File: src/rtl/tone_decoder_pkg.sv
// Shared note codes, nominal periods at 100 MHz and classifier helpers
// for the tone decoder and the square-wave tone generator.
package tone_decoder_pkg;

    typedef enum logic [3:0] {
        NOTE_NONE = 4'd0,
        NOTE_C4   = 4'd1,
        NOTE_D    = 4'd2,
        NOTE_E    = 4'd3,
        NOTE_F    = 4'd4,
        NOTE_G    = 4'd5,
        NOTE_A    = 4'd6,
        NOTE_B    = 4'd7,
        NOTE_C5   = 4'd8
    } note_t;

    typedef enum logic [1:0] {
        ST_SILENT,
        ST_ACQUIRE,
        ST_LOCKED
    } state_t;

    localparam int unsigned P_C4 = 382219;
    localparam int unsigned P_D  = 340530;
    localparam int unsigned P_E  = 303372;
    localparam int unsigned P_F  = 286344;
    localparam int unsigned P_G  = 255102;
    localparam int unsigned P_A  = 227273;
    localparam int unsigned P_B  = 202478;
    localparam int unsigned P_C5 = 191113;

    localparam int NUM_NOTES = 8;

    function automatic logic [31:0] nominal_period(input int k);
        logic [31:0] p;
        case (k)
            1:       p = P_C4;
            2:       p = P_D;
            3:       p = P_E;
            4:       p = P_F;
            5:       p = P_G;
            6:       p = P_A;
            7:       p = P_B;
            8:       p = P_C5;
            default: p = '0;
        endcase
        return p;
    endfunction

    // NOTE_NONE doubles as "no window matched"
    function automatic note_t classify(
        input logic [31:0] period,
        input int          note_shift,
        input int          tol_shift
    );
        note_t       res;
        logic [31:0] nom;
        logic [31:0] tol;
        logic [31:0] diff;
        res = NOTE_NONE;
        for (int k = 1; k <= NUM_NOTES; k++) begin
            nom  = nominal_period(k) >> note_shift;
            tol  = nom >> tol_shift;
            diff = (period >= nom) ? (period - nom) : (nom - period);
            if (diff <= tol)
                res = note_t'(4'(k));
        end
        return res;
    endfunction

    function automatic logic [7:0] note_led(input note_t n);
        logic [7:0] v;
        v = '0;
        if (n != NOTE_NONE)
            v = 8'h80 >> (4'(n) - 4'd1);
        return v;
    endfunction

endpackage

File: src/rtl/tone_decoder_if.sv
// Tone loopback input and decoded-note result bundle.
interface tone_decoder_if;
    import tone_decoder_pkg::*;

    logic       TONE_IN;
    note_t      note;
    logic       valid;
    logic       changed;
    logic [7:0] Led;

    modport master (
        input  TONE_IN,
        output note,
        output valid,
        output changed,
        output Led
    );

    modport slave (
        output TONE_IN,
        input  note,
        input  valid,
        input  changed,
        input  Led
    );

endinterface

File: src/rtl/tone_decoder_meter.sv
// Period meter: synchronizer, edge detect, saturating period counter.
// TONE_DECODER_MAJORITY_EN adds a 3-sample glitch filter (+2 CLK).
module tone_period_meter #(
    parameter int PW = 20
) (
    input  logic          CLK,
    input  logic          RESET,
    input  logic          tone_in,
    output logic          rise,
    output logic [PW-1:0] period
);

    logic [1:0]    sync_q;
    logic          sample;
    logic          prev_q;
    logic [PW-1:0] cnt_q;

    always_ff @(posedge CLK or posedge RESET) begin
        if (RESET)
            sync_q <= '0;
        else
            sync_q <= {sync_q[0], tone_in};
    end

`ifdef TONE_DECODER_MAJORITY_EN
    logic [1:0] hist_q;
    logic       filt_q;
    logic       maj;

    assign maj = (sync_q[1] & hist_q[0]) |
                 (sync_q[1] & hist_q[1]) |
                 (hist_q[0] & hist_q[1]);

    always_ff @(posedge CLK or posedge RESET) begin
        if (RESET) begin
            hist_q <= '0;
            filt_q <= 1'b0;
        end else begin
            hist_q <= {hist_q[0], sync_q[1]};
            filt_q <= maj;
        end
    end

    assign sample = filt_q;
`else
    assign sample = sync_q[1];
`endif

    assign rise = sample & ~prev_q;

    // Cleared to 1 so the value seen on the next rise is the full period
    always_ff @(posedge CLK or posedge RESET) begin
        if (RESET) begin
            prev_q <= 1'b0;
            cnt_q  <= '0;
        end else begin
            prev_q <= sample;
            if (rise)
                cnt_q <= PW'(1);
            else if (cnt_q != '1)
                cnt_q <= cnt_q + PW'(1);
        end
    end

    assign period = cnt_q;

endmodule

File: src/rtl/tone_decoder.sv
// Classifies the measured TONE_IN period as a scale note C4..C5 and
// locks it after LOCK_CNT consecutive matching periods.
module tone_decoder
    import tone_decoder_pkg::*;
#(
    parameter int PW         = 20,
    parameter int TOL_SHIFT  = 6,
    parameter int LOCK_CNT   = 3,
    parameter int TIMEOUT    = 1000000,
    // Nominal periods are divided by 2^NOTE_SHIFT (0 = real 100 MHz values)
    parameter int NOTE_SHIFT = 0
) (
    input  logic           CLK,
    input  logic           RESET,
    tone_decoder_if.master bus
);

    localparam int MW = $clog2(LOCK_CNT + 1);

    logic          rise;
    logic [PW-1:0] period;
    logic          timeout;
    note_t         cls;

    state_t        state_q, state_d;
    note_t         cand_q, cand_d;
    logic [MW-1:0] mcnt_q, mcnt_d;
    note_t         note_q, note_d;
    logic          valid_q, valid_d;
    logic          changed_q;
    logic [7:0]    led_q;

    tone_period_meter #(
        .PW(PW)
    ) u_meter (
        .CLK    (CLK),
        .RESET  (RESET),
        .tone_in(bus.TONE_IN),
        .rise   (rise),
        .period (period)
    );

    assign cls = classify(32'(period), NOTE_SHIFT, TOL_SHIFT);

    // Silence needs no timeout; gating it lets the first edge start a measurement
    assign timeout = (state_q != ST_SILENT) && (period >= PW'(TIMEOUT));

    always_comb begin
        state_d = state_q;
        cand_d  = cand_q;
        mcnt_d  = mcnt_q;
        note_d  = note_q;
        valid_d = valid_q;
        if (timeout) begin
            state_d = ST_SILENT;
            cand_d  = NOTE_NONE;
            mcnt_d  = '0;
            note_d  = NOTE_NONE;
            valid_d = 1'b0;
        end else if (rise) begin
            unique case (state_q)
                ST_SILENT: begin
                    state_d = ST_ACQUIRE;
                    cand_d  = NOTE_NONE;
                    mcnt_d  = '0;
                end
                ST_ACQUIRE: begin
                    if (cls == NOTE_NONE) begin
                        cand_d = NOTE_NONE;
                        mcnt_d = '0;
                    end else if (cls == cand_q) begin
                        mcnt_d = mcnt_q + MW'(1);
                    end else begin
                        cand_d = cls;
                        mcnt_d = MW'(1);
                    end
                end
                ST_LOCKED: begin
                    if (cls != note_q) begin
                        state_d = ST_ACQUIRE;
                        cand_d  = cls;
                        mcnt_d  = (cls == NOTE_NONE) ? '0 : MW'(1);
                    end
                end
                default: begin
                    state_d = ST_SILENT;
                end
            endcase
            if (state_d == ST_ACQUIRE && cand_d != NOTE_NONE &&
                mcnt_d >= MW'(LOCK_CNT)) begin
                state_d = ST_LOCKED;
                note_d  = cand_d;
                valid_d = 1'b1;
            end
        end
    end

    always_ff @(posedge CLK or posedge RESET) begin
        if (RESET) begin
            state_q   <= ST_SILENT;
            cand_q    <= NOTE_NONE;
            mcnt_q    <= '0;
            note_q    <= NOTE_NONE;
            valid_q   <= 1'b0;
            changed_q <= 1'b0;
            led_q     <= '0;
        end else begin
            state_q   <= state_d;
            cand_q    <= cand_d;
            mcnt_q    <= mcnt_d;
            note_q    <= note_d;
            valid_q   <= valid_d;
            changed_q <= (note_d != note_q);
            led_q     <= note_led(note_d);
        end
    end

    assign bus.note    = note_q;
    assign bus.valid   = valid_q;
    assign bus.changed = changed_q;
    assign bus.Led     = led_q;

endmodule

File: src/flat_wrapper.sv
// flat-port wrapper written by rule: the top's interface ports become plain ports
module tone_decoder_flat import tone_decoder_pkg::*;
#(
    parameter int PW         = 20,
    parameter int TOL_SHIFT  = 6,
    parameter int LOCK_CNT   = 3,
    parameter int TIMEOUT    = 1000000,
                                                                            
    parameter int NOTE_SHIFT = 0
)
  (CLK, RESET, bus_TONE_IN, bus_note, bus_valid, bus_changed, bus_Led);
  tone_decoder_if bus_i ();
  input  logic CLK;
  input  logic RESET;
  input wire logic [$bits(bus_i.TONE_IN)-1:0] bus_TONE_IN;
  output wire logic [$bits(bus_i.note)-1:0] bus_note;
  output wire logic [$bits(bus_i.valid)-1:0] bus_valid;
  output wire logic [$bits(bus_i.changed)-1:0] bus_changed;
  output wire logic [$bits(bus_i.Led)-1:0] bus_Led;
  assign bus_i.TONE_IN = bus_TONE_IN;
  assign bus_note = bus_i.note;
  assign bus_valid = bus_i.valid;
  assign bus_changed = bus_i.changed;
  assign bus_Led = bus_i.Led;
  tone_decoder #(.PW(PW), .TOL_SHIFT(TOL_SHIFT), .LOCK_CNT(LOCK_CNT), .TIMEOUT(TIMEOUT), .NOTE_SHIFT(NOTE_SHIFT)) u_core (.CLK(CLK), .RESET(RESET), .bus(bus_i));
endmodule
File: config.mk
export PLATFORM = sky130hd
export DESIGN_NAME = tone_decoder_flat
export DESIGN_NICKNAME = d
export VERILOG_FILES = /design/src/rtl/tone_decoder_pkg.sv /design/src/rtl/tone_decoder_if.sv /design/src/rtl/tone_decoder_meter.sv /design/src/rtl/tone_decoder.sv /design/src/flat_wrapper.sv
export SDC_FILE = /design/constraint.sdc
export NUM_CORES = 1
export LEC_CHECK = 0
export CORE_MARGIN = 2
export CORE_UTILIZATION = 40
export DETAILED_ROUTE_END_ITERATION = 7
export PLACE_DENSITY = 0.6
export SETUP_SLACK_MARGIN = 0.4
export SLEW_MARGIN = 15
export SYNTH_ARGS = -nofsm -noshare
export SYNTH_HDL_FRONTEND = slang
export SYNTH_HIERARCHICAL = 1
export SYNTH_SLANG_ARGS = --single-unit
File: constraint.sdc
create_clock -name CLK -period 5.2 [get_ports CLK]
set_input_delay 1.04 -clock CLK [delete_from_list [all_inputs] [get_ports CLK]]
set_output_delay 1.04 -clock CLK [all_outputs]
set_load 0.02 [all_outputs]
==> impl_metrics.csv, run 1 <==
group,metric,value,unit
yosys,synth_common_cells,"nand2_1 (138), nor2_1 (131), a21oi_1 (119), o21ai_0 (111), xnor2_1 (82)",
critical_path,crit_path_max_incr_delay,0.49,ns
cts,cts_buffers,5,
critical_path,cp-startpoint,"u_core/u_meter/period[2]",
timing,finalClockSkew,0.006420,ns
critical_path,reg2regPathDepth,23,
routing,viasPerCell,6.682,
cts,cts.sinks,45,
layout,diodes,0,
yosys,syn_nets,1616,
routing,drt_iter0_drc,1991,
routing,drc,0,
layout,drive_gt1_share,34.99,%
routing,routed-via-count,15050,
global_route,grt_pass1_wl,86.31,mm
floorplanning,die_w,168.9,um
yosys,synth-xor-area-share,6.841,%
layout,syn_to_final_growth,43.02,%
floorplanning,io_pins,17,
yosys,synthMuxAreaShare,3.955,%
layout,multi_input_area,9917,um^2
routing,first_pass_iters,6,
placement,dpl.hpwl,44.37,mm
critical_path,reg2reg_from,"u_core/u_meter/period[2]",
timing,slew_headroom,30.57,%
timing,finalCritPeriodShare,99.58,%
cts,cts_buffer_depth,2,
global_route,grt_pass1_vias,14410,
yosys,synthFlopType,"dfrtp_1",
routing,wl_per_cell,25.44,um
yosys,synthSimpleGateAreaFrac,31.77,%
critical_path,cp-endpoint,"u_core/bus.Led[1]",
yosys,synth_seq_cells,45,
timing,setup_viol,0,
hold_path,min-delay-start,"u_core/u_meter/sync_q[0]",
placement,place.gp.congestion,1.042,
yosys,synth_compound_area_share,36.93,%
critical_path,cp_num_buf_inv,7,
critical_path,worstPathMaxFanout,7,
yosys,syn-cell-area,10880,um^2
timing,period_needed,5.178,ns
cts,clock_latency,0.30,ns
cts,cts_tree,"built",
yosys,avgSynthCellArea,6.845,um^2
critical_path,slowest_stage,"dfrtp_2",
yosys,synthTopCellsByArea,"dfrtp_1 (10%), xnor2_1 (6.6%), a21oi_1 (5.5%)",
critical_path,crit_family,"compound AO/OA/AOI/OAI gates",
power,ir_worst_vdd,0.2099,mV
timing,rsz0062_at_grt,"true",
global_route,overflow,0,
flow_run,max_cap_viol_count,0,
floorplanning,die_h,168.9,um
floorplanning,dieArea,28540,um^2
critical_path,start_kind,"register",
floorplanning,start_util,40.61,%
yosys,synth_top_area_share,10.35,%
timing,fmax,0.1931,GHz
layout,regArea,1145,um^2
yosys,synth_enable_flop_cells,0,
timing,hold_viol,0,
outcome,outcome,"finished clean",
critical_path,r2r_setup_slack,0.02,ns
critical_path,path_cells,"inv_2 > ha_1 > a21oi_1 > o21ai_1 > a41oi_2 > buf_4 > buf_4 > mux2_2 > nor3_4 > a32o_1 > a32o_1 > o211ai_1 > a211oi_4 > buf_4 > a21oi_2 > nor3_2 > o32ai_2 > buf_4 > buf_4 > nor4_2 > buf_4 > a21o_1 > nor4b_2",
cts,htree_levels,2,
yosys,synth_top_family_by_area,"compound AO/OA/AOI/OAI gates",
yosys,synth.most_common_cell,"nand2_1",
timing,tns,0,ns
placement,place.port_buffers,16,
layout,final_util,58.08,%
yosys,synth_cell_types,114,
power,p_per_area,170.9,nW/um^2
critical_path,path_depth,23,
timing,tightestPinTransition,1.040,ns
hold_path,hold_class,"reg2reg",
routing,ant_nets,0,
critical_path,cp.arrival,5.38,ns
yosys,ys_seq_area_share,10.35,%
critical_path,worstPathRequired,5.40,ns
yosys,yosys.area.top_type,"dfrtp_1",
timing,slew_violations,0,
critical_path,r2r_end,"u_core/bus.Led[1]",
layout,n_fill_cell,2588,
global_route,grt_start_max_net_pins,24,
critical_path,end_kind,"register",
floorplanning,core,26800,um^2
routing,wl,57.31,mm
cts,clkTransAtPathRegs,0.07,ns
layout,nNetsFinal,1937,
yosys,ys_warn_count,6,
power,p_leak,6.115,nW
cts,cts_root_buf,"clkbuf_16",
global_route,groute.usage.overall,39.23,%
critical_path,path_common_cell,"buf_4",
floorplanning,rows,60,
critical_path,critical_path_class,"reg2reg",
yosys,synthCells,1590,
yosys,synthAdderAreaFrac,2.644,%
global_route,antenna_found_initial,0,
yosys,async_flop_share,100.0,%
timing,fin_hold_ws,0.3577,ns
[how the worst min path moves through the flow]
stage / endpoint / cells after the start / slack (ns)
floorplan: u_core/u_meter/sync_q[1] / 0 / 0.33
global placement: u_core/u_meter/sync_q[1] / 0 / 0.34
detailed placement: u_core/u_meter/sync_q[1] / 0 / 0.35
CTS: u_core/u_meter/sync_q[1] / 0 / 0.36
global route: u_core/u_meter/sync_q[1] / 0 / 0.36
finish: u_core/u_meter/sync_q[1] / 0 / 0.36
[area by class of cell]
| type | instances | share of cell area [%] |
|---|---|---|
| Clock buffer | 5 | 0.8039 |
| Clock inverter | 3 | 0.1608 |
| Inverter | 46 | 1.166 |
| Multi-Input combinational cell | 1363 | 63.71 |
| Sequential cell | 45 | 7.355 |
| Tap cell | 341 | 2.741 |
| Timing Repair Buffer | 450 | 24.06 |
[cell usage in the layout, fill, tap and decap left out, drive strengths merged, types with 13 or more instances in the layout]
cell type      Yosys  routed
nand4             29      29
xnor2             82      82
a31oi             37      37
a21oi            119     119
clkdlybuf4s50      0      16
nand2            139     139
or3               21      21
a211oi            27      27
o31ai             23      23
and2              19      19
o22ai             13      13
o211ai            30      30
mux2i             34      34
nand2b            25      25
o21ai            125     125
nor2             132     132
a21o              21      21
a311oi            17      17
buf               74     433
and3              23      23
dfrtp             45      45
nor3              61      61
nor2b             17      17
nand3             76      76
ha                23      23
inv               41      42
nor4              24      24
[metal layers]
| metal | share of wire, % | GRT usage [%] | vias up |
|---|---|---|---|
| li1 | - | - | 6729 |
| met1 | 39 | 49.36 | 7248 |
| met2 | 46 | 65.29 | 856 |
| met3 | 8.0 | 4.863 | 221 |
| met4 | 6.3 | 21.44 | 0 |
| met5 | 0 | 0 | - |
[through the flow]
stage	setup slack [ns]	power [mW]	cells	cell area, um^2
floorplan	0.3861	1.335	1590	10990
global placement	-0.1486	1.988	2187	13910
global route	-0.1300	2.785	2253	15560
CTS	0.2268	2.568	2234	15100
detailed placement	-0.2009	1.998	2187	13910
finish	0.02182	2.660	2253	15560
[report_power, final]
| part | internal (mW) | switching (mW) | leakage, nW |
|---|---|---|---|
| sequential | 0.371 | 0.0436 | 0.582 |
| clock | 0.181 | 0.160 | 0.0704 |
| combinational | 0.827 | 1.08 | 5.46 |
[state kept, by name, indices dropped and copies added (netlist names)]
| register | cells |
|---|---|
| u_core/cand_q | 4 |
| u_core/bus.Led | 8 |
| u_core/state_q | 2 |
| u_core/u_meter/sync_q | 2 |
| u_core/u_meter/prev_q | 1 |
| u_core/mcnt_q | 2 |
| u_core/u_meter/period | 20 |
| u_core/bus.valid | 1 |
| u_core/bus.changed | 1 |
| u_core/bus.note | 4 |
[kinds of logic (layout without fill, tap and decap cells)]
kind of cell,Yosys count,count (layout)
buffers and inverters,182,504
multiplexers,42,42
AND/OR/NAND/NOR,641,641
XOR/XNOR,85,85
AO/OA/AOI/OAI,572,572
flip-flops,45,45
adder cells (fa/ha/maj),23,23
[repair_timing]
item | in CTS | in global routing
hold buffers | 0 | 0
endpoints found under the setup margin | 22 | 22
cloned | 1 | 0
buffers inserted | 38 | 19
resized for setup | 174 | 71
pin swaps | 71 | 37
Power figures use the tool's default switching activity.
==> run 2, diff against run 1 <==
--- a/config.mk
+++ b/config.mk
@@ -7,6 +7,7 @@
 export LEC_CHECK = 0
 export CORE_MARGIN = 2
 export CORE_UTILIZATION = 40
+export CTS_BUF_LIST = sky130_fd_sc_hd__clkbuf_4
 export DETAILED_ROUTE_END_ITERATION = 7
 export PLACE_DENSITY = 0.6
 export SETUP_SLACK_MARGIN = 0.4
==> run 2 against run 1 <==
- die area stayed put
- via count hardly changed
- first-iteration DRC count is 15% lower
- global-route usage is 0.22 points lower
- routed wire length hardly changed
==> impl_metrics.csv, run 2 (synthesis results as in run 1) <==
group,metric,value,unit
timing,slew_violations,0,
flow_run,max_cap_viol_count,0,
timing,setup_viol,0,
layout,final_cell_area,15650,um^2
placement,dpl.hpwl,44.37,mm
floorplanning,io_pins,17,
timing,tightestPinTransition,1.067,ns
floorplanning,dieArea,28540,um^2
critical_path,slowest_stage,"or4_4",
routing,wl_met2,26.32,mm
timing,setup_slack,0.02711,ns
timing,hold_viol,0,
cts,cts_root_buf,"clkbuf_4",
routing,wl,57.29,mm
global_route,groute.usage.overall,39.01,%
critical_path,cp.arrival,5.48,ns
floorplanning,rows,60,
floorplanning,core,26800,um^2
routing,ant_nets,0,
floorplanning,die_h,168.9,um
floorplanning,die_w,168.9,um
cts,cts_buffers,5,
timing,fmax,0.1933,GHz
power,power.internal,1.278,mW
critical_path,worstPathMaxFanout,6,
critical_path,path_common_cell,"buf_6",
power,p_seq_share,15.7,%
routing,top_layer_used,"met4",
hold_path,hold_class,"reg2reg",
cts,htree_levels,2,
layout,n_fill_cell,2566,
power,p_per_area,163.0,nW/um^2
routing,first_pass_iters,5,
routing,wl_per_cell,25.43,um
global_route,grt_pass1_vias,14570,
critical_path,end_kind,"register",
power,ir_worst_vdd,0.2195,mV
layout,syn_to_final_growth,43.79,%
global_route,grt_start_max_net_pins,25,
placement,place.gp.congestion,1.042,
timing,rsz0062_at_grt,"true",
critical_path,worstPathRequired,5.51,ns
timing,fin_hold_ws,0.3754,ns
outcome,outcome,"finished clean",
critical_path,start_kind,"register",
global_route,overflow,0,
placement,placed_area,13910,um^2
layout,drive_gt1_share,35.58,%
routing,wl_met3,4.519,mm
cts,clock_latency,0.40,ns
critical_path,critical_path_class,"reg2reg",
layout,mostFrequentLayoutCells,"buf_4 (374), nand2_1 (134), nor2_1 (119)",
placement,place.port_buffers,16,
layout,nNetsFinal,1936,
critical_path,crit_path_max_incr_delay,0.58,ns
global_route,antenna_found_initial,1,
routing,met1Wirelength,22.67,mm
timing,finalClockSkew,0.01837,ns
cts,clkTransAtPathRegs,0.16,ns
timing,finalCritPeriodShare,99.48,%
routing,drc,0,
routing,drt_iter0_drc,1696,
timing,tns,0,ns
timing,period_needed,5.173,ns
cts,cts_buffer_depth,2,
floorplanning,start_util,40.61,%
power,p_clk_share,7.8,%
timing,slew_headroom,28.78,%
routing,routed-via-count,15060,
placement,pre_cts_slack,-0.2009,ns
layout,layout_commonest_cell,"buf_4",
power,p_leak,6.173,nW
cts,cts.sinks,45,
power,power.switching,1.272,mW
routing,viasPerCell,6.684,
global_route,grt_pass1_wl,85.86,mm
layout,largest_reg_flops,20,
cts,cts_tree,"built",
power,switching_share,49.89,%
power,p_comb_share,76.5,%
critical_path,path_cells,"or4_4 > nor4_4 > buf_4 > buf_6 > a311oi_4 > buf_6 > buf_4 > or3_1 > o21ai_1 > a22oi_1 > nor4_2 > o2111a_2 > buf_6 > nor4_4 > buf_6 > xnor2_4 > buf_6 > o41ai_4 > a21oi_2 > o211ai_1 > buf_4 > o211ai_4 > buf_6 > nor4b_4",
layout,final_util,58.39,%
[run 2: cell types whose count changed in the layout (fill, tap and decap cells not counted), sizes merged]
cell,change
bufbuf,-1
diode,+1
[run 2: worst max-delay path: cells and delay by family (launching register included)]
family | cells | cell delay, ns
AOI/OAI and AO/OA | 8 | 1.49
xor gates and xnor gates | 1 | 0.13
and+or+nand+nor | 6 | 1.67
DFF | 1 | 0.44
buffers and inverters | 9 | 1.35
[run 2: area by class of cell]
cell class / count / area [um^2] / share of cell area (%)
Antenna cell: 1 / 2.502 / 0.01599
Clock buffer: 5 / 37.54 / 0.2399
Clock inverter: 3 / 25.02 / 0.1599
Inverter: 46 / 181.4 / 1.159
Multi-Input combinational cell: 1363 / 10080 / 64.42
Sequential cell: 45 / 1145 / 7.316
Tap cell: 341 / 426.7 / 2.726
Timing Repair Buffer: 449 / 3750 / 23.96
[run 2: worst paths after layout]
path	start	depth (start not counted)	to	slack [ns]
worst min register to register	u_core/u_meter/sync_q[0]	0	u_core/u_meter/sync_q[1]	0.38
worst max-delay path	u_core/u_meter/period[9]	24	u_core/bus.Led[1]	0.03
max in group asynchronous	RESET	2	u_core/u_meter/period[16]	3.27
worst min-delay path	u_core/u_meter/sync_q[0]	0	u_core/u_meter/sync_q[1]	0.38
min in group asynchronous	RESET	2	u_core/bus.Led[6]	1.10
worst max register to register	u_core/u_meter/period[9]	24	u_core/bus.Led[1]	0.03
[run 2: routing by layer]
layer	global-route usage (%)	up-vias
met5	0	-
met4	22.49	0
met3	5.354	243
met2	64.83	890
met1	48.41	7195
li1	-	6730
[run 2: power by group through the flow]
stage / registers [mW] / clock network (mW) / logic, mW
after floorplan: 0.417 / 0 / 0.918
after global placement: 0.417 / 0 / 1.57
after detailed placement: 0.418 / 0 / 1.58
after CTS: 0.398 / 0.206 / 1.83
after global routing: 0.403 / 0.215 / 2.06
final: 0.400 / 0.200 / 1.95
[run 2: timing repair]
action,in CTS,in global routing
setup endpoints to repair,22,22
buffers inserted,38,19
cloned,0,0
gates resized for setup,199,79
hold buffers,0,0
pin swaps,63,39
[run 2: per-stage QoR]
| step | instances | power, mW |
|---|---|---|
| 2_1_floorplan | 1590 | 1.335 |
| 3_3_place_gp | 2187 | 1.988 |
| 3_5_place_dp | 2187 | 1.998 |
| 4_1_cts | 2233 | 2.431 |
| 5_1_grt | 2253 | 2.679 |
| 6_report | 2253 | 2.550 |
==> RTL edit 1, RTL diff (settings of run 2) <==
`LOCK_CNT` is set to 3 in 2 places; all go to 6.
--- a/src/rtl/tone_decoder.sv
+++ b/src/rtl/tone_decoder.sv
@@ -5,7 +5,7 @@
 #(
     parameter int PW         = 20,
     parameter int TOL_SHIFT  = 6,
-    parameter int LOCK_CNT   = 3,
+    parameter int LOCK_CNT   = 6,
     parameter int TIMEOUT    = 1000000,
     // Nominal periods are divided by 2^NOTE_SHIFT (0 = real 100 MHz values)
     parameter int NOTE_SHIFT = 0
--- a/src/flat_wrapper.sv
+++ b/src/flat_wrapper.sv
@@ -3,7 +3,7 @@
 #(
     parameter int PW         = 20,
     parameter int TOL_SHIFT  = 6,
-    parameter int LOCK_CNT   = 3,
+    parameter int LOCK_CNT   = 6,
     parameter int TIMEOUT    = 1000000,
                                                                             
     parameter int NOTE_SHIFT = 0
Formal check against the unedited RTL: no difference found for any inputs over 10 cycles, from zero or initial values and one cycle with RESET high; that may be too few to reach the edited logic, so the function may still have changed.
==> RTL edit 1 against run 2 <==
Clock skew grew 0.0042 ns. Sequential power increased by 1%. Total power shrank 2.0%. Clock power increased by 12%. Worst setup slack better by 0.0013 ns. Routed wire length shrank 2.7%. Final area down 6.1%. Sequential cell count rose by 1. Area after synthesis fell by 3.0%.
==> RTL edit 1: results <==
timing:
  skew_ns: 0.0225
  worst_pin_slew_ns: 1.12
  hold_slack_ns: 0.369
drt:
  detail_route.iter0.violations: 2135
  highest_layer: "met4"
  wl_met3_um: 6750
  vias: 14400
  met2_length_um: 22600
  drt-met1-wl_um: 23000
  wl_per_cell_um: 26.6
  wirelength_um: 55700
  dr.pass1.iters: 6
setup_path:
  reg2regPathDepth: 21
  slowest_delay_ns: 0.60
  timing.rr.start: "u_core/u_meter/period[12]"
  critPathMaxFanout: 6
  slowest_stage: "o41a_1"
  rrSetupSlack_ns: 0.03
  cp.arrival_ns: 5.45
  rr_endpoint: "u_core/bus.Led[6]"
synth:
  yosysWarnings: 6
  yosys-top-cells-count: "nand2_1, nor2_1, a21oi_1"
  synth_area_mm2: 0.0106
  synth_ff_type: "dfrtp_1"
  ys_top_cells_by_area: "dfrtp_1, xnor2_1, a21oi_1"
  ys_types: 113
  async_flop_share_pct: 100
  syn_inst: 1511
  seq_area_frac_synth_pct: 10.9
place:
  dp.cells: 2006
  io_buffers: 16
  gp_congestion: 1.08
  place_ws_ns: -0.112
  hpwl_um: 41400
cts:
  cts_buffers: 5
  insertion_delay_ns: 0.39
  root_buffer: "clkbuf_4"
  ctsHoldBuffers: 0
  clk_pin_slew_worst_paths_ns: 0.14
  htreeDepth: 2
  cts_buffer_depth: 2
grt:
  grt_pass1_wl_um: 81800
  grt_use_total_pct: 37.5
  use_met2_pct: 53.5
  grt_pass1_vias: 13000
  antenna_found_initial: 1
  gr-usage-met3_pct: 7.46
  grt_use_met1_pct: 53.4
  grt_max_degree: 43
run_status:
  status: "completed"
cells_and_area:
  largest_register_ffs: 20
  fin_nets: 1782
  drive_gt1_share_pct: 32.9
  diodes: 0
min_path:
  hp-class: "reg -> reg"
  hold-path-cell-count: 0
  hold-path-endpoint: "u_core/u_meter/sync_q[1]"
  hold_start: "u_core/u_meter/sync_q[0]"
pwr:
  ir_drop_v: 0.000235
  p_leak_nw: 5.88
[RTL edit 1: changes by cell type after synthesis, moves of 8 or more]
cell / before / now
nor3_1: 59 / 67
a21oi_1: 119 / 107
nand2_1: 138 / 117
clkbuf_1: 62 / 54
nand4_1: 27 / 38
nand3_1: 75 / 51
o21ai_0: 111 / 91
nor2_1: 131 / 108
[RTL edit 1: through the flow]
stage	power [mW]	instance area, um^2
6_report	2.50	14700
5_1_grt	2.61	14700
4_1_cts	2.35	13900
3_5_place_dp	1.90	12800
3_3_place_gp	1.90	12800
2_1_floorplan	1.28	10600
[RTL edit 1: power by group]
| part | total (mW) | switching (mW) | leakage (nW) | internal, mW |
|---|---|---|---|---|
| Combinational | 1.87 | 1.07 | 5.24 | 0.798 |
| Clock | 0.225 | 0.123 | 0.0456 | 0.102 |
| Sequential | 0.404 | 0.0275 | 0.597 | 0.376 |
| Total | 2.50 | 1.22 | 5.88 | 1.28 |
[RTL edit 1: worst max-delay path: cells and delay by family, from the launching register on]
kind | cells | cell delay [ns]
AO/OA/AOI/OAI | 8 | 2.25
buffers and inverters | 5 | 0.89
AND/OR/NAND/NOR | 8 | 1.33
flip-flops | 1 | 0.58
[RTL edit 1: timing repair]
action                                 in CTS  in global routing
setup endpoints to repair                  21                 22
endpoints found under the hold margin       0                  0
gates resized for setup                   132                101
buffers inserted                           34                 38
cloned                                      3                  2
pin swaps                                  45                 41
[RTL edit 1: worst max path at each step]
| stage | end | depth (start not counted) | slack (ns) | start |
|---|---|---|---|---|
| 2_1_floorplan | u_core/bus.Led[5] | 20 | 0.41 | u_core/u_meter/period[2] |
| 3_3_place_gp | u_core/bus.Led[7] | 19 | -0.14 | u_core/u_meter/period[3] |
| 3_5_place_dp | u_core/bus.Led[7] | 19 | -0.11 | u_core/u_meter/period[3] |
| 4_1_cts | u_core/bus.Led[6] | 20 | 0.22 | u_core/u_meter/period[4] |
| 5_1_grt | u_core/bus.Led[6] | 24 | -0.10 | u_core/u_meter/period[2] |
| 6_report | u_core/bus.Led[6] | 21 | 0.03 | u_core/u_meter/period[12] |
[RTL edit 1: final cells by class]
| cell class | instances | area (um^2) |
|---|---|---|
| repair buffers | 362 | 3200 |
| multi-input cells | 1299 | 9640 |
| clock buffers | 5 | 37.5 |
| well taps | 335 | 419 |
| clock inverters | 3 | 43.8 |
| inverters | 41 | 166 |
| fillers | 2451 | 11300 |
| flip-flops and latches | 46 | 1170 |
[RTL edit 1: kinds of logic after synthesis]
kind of cell | count (synthesis) | share of synthesized area, %
flops | 46 | 10.9
compound gates | 551 | 37.3
fa+ha+maj | 24 | 2.84
xor+xnor | 83 | 6.88
simple gates | 592 | 30.1
mux | 48 | 4.63
buf+inv | 167 | 7.35
==> RTL edit 2, RTL diff (config.mk and constraints of run 2) <==
Made on the original files. The 3 states of `state_t` get a one-hot encoding in 3 bits.
--- a/src/rtl/tone_decoder_pkg.sv
+++ b/src/rtl/tone_decoder_pkg.sv
@@ -14,10 +14,10 @@
         NOTE_C5   = 4'd8
     } note_t;
 
-    typedef enum logic [1:0] {
-        ST_SILENT,
-        ST_ACQUIRE,
-        ST_LOCKED
+    typedef enum logic [2:0] {
+        ST_SILENT  = 3'b001,
+        ST_ACQUIRE = 3'b010,
+        ST_LOCKED  = 3'b100
     } state_t;
 
     localparam int unsigned P_C4 = 382219;
Formal check against the unedited RTL: no difference found for any inputs over 10 cycles, from zero or initial values and one cycle with RESET high; not proved beyond that.
==> RTL edit 2 against run 2 <==
Global-route usage up 0.82 points. The run now ends with setup timing left. Maximum frequency shrank 0.56%. Sequential share of layout area up 0.82 points. Final area down 7.6%. Routed wire length increased by 0.65%. Area after synthesis is 1.6% lower. Worst setup slack got worse by 0.029 ns. Die area fell by 1.6%. Total power increased by 7.1%. Core utilization is 3.2 points lower. Sequential cell count is 1 higher.
==> RTL edit 2: results <==
floorplanning:
  rows: 59
  initial_core_util_pct: 40.9
timing:
  setup_viol: 1
  skew_ns: 0.0211
  timing.final.ws_setup_ns: -0.00187
  fin_setup_tns_ns: -0.00187
  relSlewSlack_pct: 28.0
  hold_slack_ns: 0.379
place:
  dpl-instance-area_mm2: 0.0132
  hpwl_um: 42900
  dp.cells: 2048
  gp_congestion: 1.03
cells_and_area:
  seq-cell-share_pct: 8.13
  nFillCells: 2553
  nClkBuffers: 6
  fin_area_mm2: 0.0145
  drive_gt1_share_pct: 30.8
  clk_share_pct: 0.372
  inverters_excl_clock: 38
  multi_input_area_mm2: 0.00954
  fin_nets: 1814
  signal_buffers: 365
  buf_share_pct: 21.4
setup_path:
  cp.arrival_ns: 5.46
  startpoint: "u_core/u_meter/period[14]"
  reg2regPathDepth: 21
  slowest_stage: "nor4_4"
  critPathMaxFanout: 30
  crit_end: "u_core/bus.Led[6]"
  critPathTopFamily: "compound AO/OA/AOI/OAI gates"
grt:
  grt_pass1_vias: 13900
  grt_max_degree: 45
  grt_use_met1_pct: 52.1
  use_met2_pct: 60.3
  grt_use_total_pct: 39.8
  gr-usage-met3_pct: 8.86
  antenna_found_initial: 2
  grt_pass1_wl_um: 86500
synth:
  ys_top_cells_by_area: "dfrtp_1, a21oi_1, o21ai_0"
  ys_types: 109
  yosys-top-cells-count: "a21oi_1, o21ai_0, nor2_1"
  seq_area_frac_synth_pct: 10.8
  async_flop_share_pct: 100
  synth_nets: 1586
run_status:
  violations: "setup timing"
  status: "finished, violations left"
cts:
  clk_pin_slew_worst_paths_ns: 0.14
pwr:
  p_seq_share_pct: 17.0
  ir_drop_v: 0.000173
  p_leak_nw: 5.58
  powerSeq_uw: 465
  combPwrFrac_pct: 75.9
  switching_share_pct: 51.9
drt:
  wirelength_um: 57700
  dr.pass1.iters: 7
  vias_per_cell: 6.95
  detail_route.iter0.violations: 2067
  vias: 14800
min_path:
  hold-path-endpoint: "u_core/u_meter/sync_q[1]"
-- RTL edit 2: changes by cell type after synthesis, sizes merged, moves of 8 or more --
cell	before	now
a311oi	17	9
nor2	132	119
clkbuf	62	85
o22ai	13	22
nand3	76	54
a21oi	119	132
buf	74	59
nand2	139	109
o21ai	125	135
xnor2	82	68
-- RTL edit 2: logic make-up after synthesis --
| group | synth area share (%) |
|---|---|
| DFF | 10.8 |
| and+or+nand+nor | 31.1 |
| adders and majority gates | 2.69 |
| xor gates and xnor gates | 5.97 |
| buffers and inverters | 7.42 |
| AOI/OAI and AO/OA | 38.6 |
| muxes | 3.52 |
-- RTL edit 2: what timing repair did --
action / in CTS / in global routing
setup endpoints to repair: 21 / 22
gates resized for setup: 92 / 52
setup buffers: 52 / 14
gates cloned: 2 / 0
pin swaps: 30 / 30
-- RTL edit 2: per-layer routing --
layer,wire (um),share of wire [%]
met5,13,0.023
met4,4010,7.0
met3,6730,12
met2,24100,42
met1,22800,40
